### src/rtl/ifft4_stream.sv
`default_nettype none
// =============================================================================
//  Module   : ifft4_stream
//  Brief    : Streaming 4-point inverse DFT with 1/4 scale and OW-bit saturation.
//             Define IFFT4_ROUND_EN for round-half-up scaling (default truncates).
//  Revision : 1.0
// =============================================================================
module ifft4_stream #(
  parameter int IW = 18,
  parameter int OW = 16
) (
  input  logic            clk,
  input  logic            rstn,
  input  logic            in_valid,
  output logic            in_ready,
  input  logic [2*IW-1:0] in_data,
  input  logic            in_last,
  output logic            out_valid,
  input  logic            out_ready,
  output logic [2*OW-1:0] out_data,
  output logic            out_last,
  output logic            err,
  output logic            sat
);

  localparam int SW = IW + 2;

`ifdef IFFT4_ROUND_EN
  localparam logic [SW:0] RND = (SW+1)'(2);
`endif

  logic [2*IW-1:0] in_buf  [4];
  logic [2*OW-1:0] out_buf [4];
  logic [1:0]      wi;
  logic [1:0]      ri;
  logic            in_full;
  logic            out_full;

  logic            in_hs;
  logic            out_hs;
  logic            out_done;
  logic            compute;

  logic [SW-1:0]   br [4];
  logic [SW-1:0]   bi [4];
  logic [SW-1:0]   yr [4];
  logic [SW-1:0]   yi [4];
  logic [OW:0]     qr [4];
  logic [OW:0]     qi [4];
  logic            any_sat;

  // Returns {clamped, value}: >>>2 (optionally rounded) then saturate to OW bits.
  function automatic logic [OW:0] scale_sat(input logic [SW-1:0] v);
    logic [SW:0]   t;
    logic [SW-2:0] s;
    logic [OW:0]   r;
`ifdef IFFT4_ROUND_EN
    t = {v[SW-1], v} + RND;
`else
    t = {v[SW-1], v};
`endif
    s = t[SW:2];
    if ((&s[SW-2:OW-1]) || !(|s[SW-2:OW-1]))
      r = {1'b0, s[OW-1:0]};
    else if (s[SW-2])
      r = {1'b1, 1'b1, {(OW-1){1'b0}}};
    else
      r = {1'b1, 1'b0, {(OW-1){1'b1}}};
    return r;
  endfunction

  assign in_ready = !in_full;
  assign in_hs    = in_valid & !in_full;
  assign out_hs   = out_full & out_ready;
  assign out_done = out_hs & (ri == 2'd3);
  // Refill on the edge the last sample leaves so frames drain back to back.
  assign compute  = in_full & (!out_full | out_done);

  assign out_valid = out_full;
  assign out_data  = out_buf[ri];
  assign out_last  = out_full & (ri == 2'd3);

  always_comb begin
    for (int k = 0; k < 4; k++) begin
      br[k] = {{(SW-IW){in_buf[k][IW-1]}},   in_buf[k][IW-1:0]};
      bi[k] = {{(SW-IW){in_buf[k][2*IW-1]}}, in_buf[k][2*IW-1:IW]};
    end
    // j*(R,I) = (-I,R); inverse transform uses +j for x1 and -j for x3.
    yr[0] = br[0] + br[1] + br[2] + br[3];
    yi[0] = bi[0] + bi[1] + bi[2] + bi[3];
    yr[1] = br[0] - bi[1] - br[2] + bi[3];
    yi[1] = bi[0] + br[1] - bi[2] - br[3];
    yr[2] = br[0] - br[1] + br[2] - br[3];
    yi[2] = bi[0] - bi[1] + bi[2] - bi[3];
    yr[3] = br[0] + bi[1] - br[2] - bi[3];
    yi[3] = bi[0] - br[1] - bi[2] + br[3];
    any_sat = 1'b0;
    for (int k = 0; k < 4; k++) begin
      qr[k]   = scale_sat(yr[k]);
      qi[k]   = scale_sat(yi[k]);
      any_sat = any_sat | qr[k][OW] | qi[k][OW];
    end
  end

  always_ff @(posedge clk or negedge rstn) begin
    if (!rstn) begin
      wi      <= 2'd0;
      in_full <= 1'b0;
      err     <= 1'b0;
    end else begin
      err <= 1'b0;
      if (in_hs) begin
        if (in_last && (wi != 2'd3)) begin
          err <= 1'b1;
          wi  <= 2'd0;
        end else begin
          wi <= wi + 2'd1;
          if (wi == 2'd3) begin
            in_full <= 1'b1;
            err     <= !in_last;
          end
        end
      end else if (compute) begin
        in_full <= 1'b0;
      end
    end
  end

  always_ff @(posedge clk) begin
    if (in_hs)
      in_buf[wi] <= in_data;
  end

  always_ff @(posedge clk or negedge rstn) begin
    if (!rstn) begin
      ri       <= 2'd0;
      out_full <= 1'b0;
      sat      <= 1'b0;
      for (int k = 0; k < 4; k++)
        out_buf[k] <= '0;
    end else begin
      sat <= 1'b0;
      if (compute) begin
        out_full <= 1'b1;
        ri       <= 2'd0;
        sat      <= any_sat;
        for (int k = 0; k < 4; k++)
          out_buf[k] <= {qi[k][OW-1:0], qr[k][OW-1:0]};
      end else if (out_hs) begin
        ri <= ri + 2'd1;
        if (ri == 2'd3)
          out_full <= 1'b0;
      end
    end
  end

endmodule
`default_nettype wire
### config.mk
export PLATFORM = sky130hd
export DESIGN_NAME = ifft4_stream
export DESIGN_NICKNAME = d
export VERILOG_FILES = /design/src/rtl/ifft4_stream.sv
export SDC_FILE = /design/constraint.sdc
export NUM_CORES = 1
export LEC_CHECK = 0
export CORE_MARGIN = 1
export CORE_UTILIZATION = 30
export CTS_CLUSTER_DIAMETER = 100
export DETAILED_ROUTE_END_ITERATION = 8
export SYNTH_ARGS = -nofsm -noshare
export SYNTH_HDL_FRONTEND = slang
export SYNTH_SLANG_ARGS = --single-unit
export TNS_END_PERCENT = 5
### constraint.sdc
create_clock -name clk -period 7 [get_ports clk]
set_input_delay 2.1 -clock clk [delete_from_list [all_inputs] [get_ports clk]]
set_output_delay 2.1 -clock clk [all_outputs]
set_load 0.02 [all_outputs]
==> impl_metrics.env <==
export IMPL_outcome="complete, but fails checks"
export IMPL_violations="DRC"
export IMPL_slew_viol_final=0
export IMPL_synth_top_family_by_area="adder cells"
export IMPL_cts_resized=0
export IMPL_syn_avg_cell_area_um2=10.48
export IMPL_synthSimpleGateAreaFrac_pct=9.198
export IMPL_critical_path_class="flop to flop"
export IMPL_ys_types=82
export IMPL_min_period_over_period_pct=78.81
export IMPL_setup_slack_ps=1483
export IMPL_ios=78
export IMPL_antenna_found_initial=1
export IMPL_die_height_um=287.1
export IMPL_drv_cap=0
export IMPL_cp_end_kind="flop"
export IMPL_synth_edf_count=144
export IMPL_cts_num_sinks=280
export IMPL_start_util_pct=30.31
export IMPL_power_switching_mw=5.975
export IMPL_power_leakage_nw=12.15
export IMPL_cp_max_fo=15
export IMPL_hold_ws_ps=474.0
export IMPL_wl_per_cell_um=19.55
export IMPL_fmax_mhz=181.3
export IMPL_ys_seq_area_share_pct=31.70
export IMPL_worst_slew_pin_slew_ps=1152
export IMPL_syn_cell_area_um2=24380
export IMPL_finalSetupViolCount=0
export IMPL_first_pass_iters=7
export IMPL_relSlewSlack_pct=23.02
export IMPL_worst_path_largest_cell_delay_ps=700
export IMPL_clockBufferDepth=3
export IMPL_synth_fa_ha_area_share_pct=31.72
export IMPL_ir_drop_uv=198.4
export IMPL_postCtsSetupBuffers=0
export IMPL_grt_usage_pct=16.93
export IMPL_die_w_um=287.1
export IMPL_drive_above_1_share_pct=6.091
export IMPL_area_delta_synth_final_pct=13.07
export IMPL_synthCells=2326
export IMPL_whs_path_depth=2
export IMPL_internal_power_mw=6.429
export IMPL_synth_ff_latch_count=280
export IMPL_pwr_share_clk_pct=14.9
export IMPL_htreeDepth=2
export IMPL_fp_dieArea_um2=82400
export IMPL_gp_congestion=0.8899
export IMPL_place_ws_ps=1596
export IMPL_hold_violations=0
export IMPL_drcViolationCount=2
export IMPL_pwr_density_cell_nw_per_um2=450.0
export IMPL_pwr_share_seq_pct=20.1
export IMPL_crit_chain="inv_1 > fa_1 > fa_1 > nor3_1 > fa_1 > a21oi_1 > o211ai_1 > o311ai_1 > a31oi_1 > a221oi_1 > xnor2_1 > a31oi_1 > a21oi_4 > a21oi_1"
export IMPL_core_um2=80420
export IMPL_grt_pass1_vias=17618
export IMPL_hold_path_class="flop to flop"
export IMPL_nets=2889
export IMPL_rsz0062_at_grt="false"
export IMPL_root_buffer="clkbuf_16"
export IMPL_async_flop_share_pct=48.57
export IMPL_holdBufCountCts=0
export IMPL_rows=104
export IMPL_cp_common_cell="fa_1"
export IMPL_dr_total_vias=16680
export IMPL_dp_hpwl_um=54660
export IMPL_grt_max_degree=91
export IMPL_overflow=0
export IMPL_synth_xor_area_share_pct=4.743
export IMPL_cpLargestDelayFamily="compound AO/OA/AOI/OAI gates"
export IMPL_cp_arrival_ps=5920
export IMPL_fin_skew_ps=25.85
export IMPL_cts_tree="yes"
export IMPL_grt_pass1_wl_um=104700
export IMPL_ff2ff_path_depth=14
export IMPL_io_buffers=77
export IMPL_finalCriticalPeriod_ps=5517
export IMPL_p_sw_share_pct=48.17
export IMPL_critPathLaunchType="flop"
export IMPL_critPathBufInv=1
export IMPL_fin_setup_tns_ps=0
export IMPL_clk_latency_ps=570
export IMPL_wl_um=68250
export IMPL_drt_antenna_violating_nets=0
export IMPL_worstPathRequired_ps=7400
export IMPL_syn_nets=2811
export IMPL_synth_mux_area_fraction_pct=3.126
export IMPL_p_comb_share_pct=65.0
export IMPL_ys_warnings_count=0
export IMPL_fin_util_pct=34.27
export IMPL_synth_compound_area_share_pct=12.06
export IMPL_clk_transition_reported_paths_ps=60
export IMPL_synth_ff_type="edfxtp_1"
export IMPL_finalPower_mw=12.40
export IMPL_cts_buffers=34
export IMPL_via_per_inst=4.778
export IMPL_critical_path_slowest_cell="o311ai_1"
export IMPL_crit_cells=14
export IMPL_drtIter0Drc=1044
[synth_stat cells, types with 4 or more instances]
master / instances / share of area (%)
a211oi_1: 10 / 0.31
a21o_1: 46 / 1.4
a21oi_1: 192 / 3.9
a21oi_2: 10 / 0.36
a221oi_1: 5 / 0.18
a31oi_1: 21 / 0.54
a41oi_1: 4 / 0.14
and2_1: 10 / 0.26
and3_1: 16 / 0.41
and4_1: 4 / 0.14
buf_1: 5 / 0.077
clkbuf_1: 44 / 0.68
dfrtp_1: 136 / 14
edfxtp_1: 144 / 18
fa_1: 290 / 24
ha_1: 154 / 7.9
inv_1: 426 / 6.6
mux4_2: 32 / 3.0
nand2_1: 174 / 2.7
nand2b_1: 12 / 0.31
nand3_1: 34 / 0.70
nand3b_1: 4 / 0.12
nand4_1: 9 / 0.23
nand4b_1: 6 / 0.22
nor2_1: 133 / 2.0
nor2b_1: 14 / 0.36
nor3_1: 23 / 0.47
nor4_1: 4 / 0.10
nor4b_1: 4 / 0.14
o2111ai_1: 4 / 0.14
o21a_1: 12 / 0.37
o21ai_0: 99 / 2.0
o21ai_1: 6 / 0.12
o21bai_1: 12 / 0.37
o311a_1: 4 / 0.16
o31ai_1: 8 / 0.25
or2_2: 9 / 0.23
or3_1: 14 / 0.36
xnor2_1: 82 / 2.9
xor2_1: 50 / 1.8
[final timing paths]
check | startpoint | endpoint | slack [ps]
setup / recovery | in_buf[2][1] | out_buf[97] | 1480
hold / removal | out_buf[39] | out_buf[39] | 470
setup reg to reg | in_buf[2][1] | out_buf[97] | 1480
hold reg to reg | out_buf[39] | out_buf[39] | 470
max in group asynchronous | rstn | out_buf[40] | 4110
min in group asynchronous | rstn | ri[1] | 1620
[cell usage in the layout (no fill, tap or decap), drive strengths merged, types with 82 or more instances in the layout]
| cell | n |
|---|---|
| nor2 | 133 |
| o21ai | 105 |
| a21oi | 203 |
| edfxtp | 144 |
| dfrtp | 136 |
| xnor2 | 82 |
| inv | 428 |
| fa | 290 |
| ha | 154 |
| nand2 | 174 |
[sequential cells by signal, indices dropped and copies added (netlist names)]
signal	count
sat	1
in_buf	144
ri	2
out_buf	128
err	1
out_valid	1
wi	2
in_full	1
[metal layers]
layer  wire length [um]  global-route usage, %  vias up
met5                  7                      0        -
met4               1964                  5.279        2
met3               3856                  2.905       84
met2              33370                  28.95      358
met1              29050                  21.71     8403
li1                   -                      -     7833
[layout make-up]
class	instances	area (um2)
multi-input cells	1567	14860
diodes	1	2.502
well taps	1060	1326
inverters	426	1599
repair buffers	95	907.1
clock inverters	11	148.9
fillers	8168	52850
clock buffers	51	985.9
flip-flops and latches	280	7730
[stage by stage]
step / std cells / area, um2
after global placement: 3428 / 26430
after global routing: 3490 / 27560
after CTS: 3490 / 27560
after detailed placement: 3428 / 26430
final: 3491 / 27560
after floorplan: 2326 / 24380
[cells by family (layout without fill, tap and decap cells)]
logic type               after synthesis  in the layout
other                                  0              1
flip-flops                           280            280
buffers and inverters                479            583
multiplexers                          36             36
AND/OR/NAND/NOR                      481            481
adder cells (fa/ha/maj)              444            444
XOR/XNOR                             132            132
AO/OA/AOI/OAI                        474            474
[tightest hold or removal path: stages (launching register included)]
cell	delay, ps
dfrtp_1	340
nand2_1	40
o21ai_0	60
[power by group through the flow]
| stage | Clock [mW] | Sequential (mW) | Combinational, mW |
|---|---|---|---|
| 6_report | 1.84 | 2.50 | 8.06 |
| 4_1_cts | 1.88 | 2.50 | 8.09 |
| 2_1_floorplan | 0 | 2.39 | 5.59 |
| 5_1_grt | 1.93 | 2.55 | 8.89 |
| 3_3_place_gp | 0 | 2.51 | 8.00 |
| 3_5_place_dp | 0 | 2.52 | 8.04 |
Power figures use the tool's default switching activity.
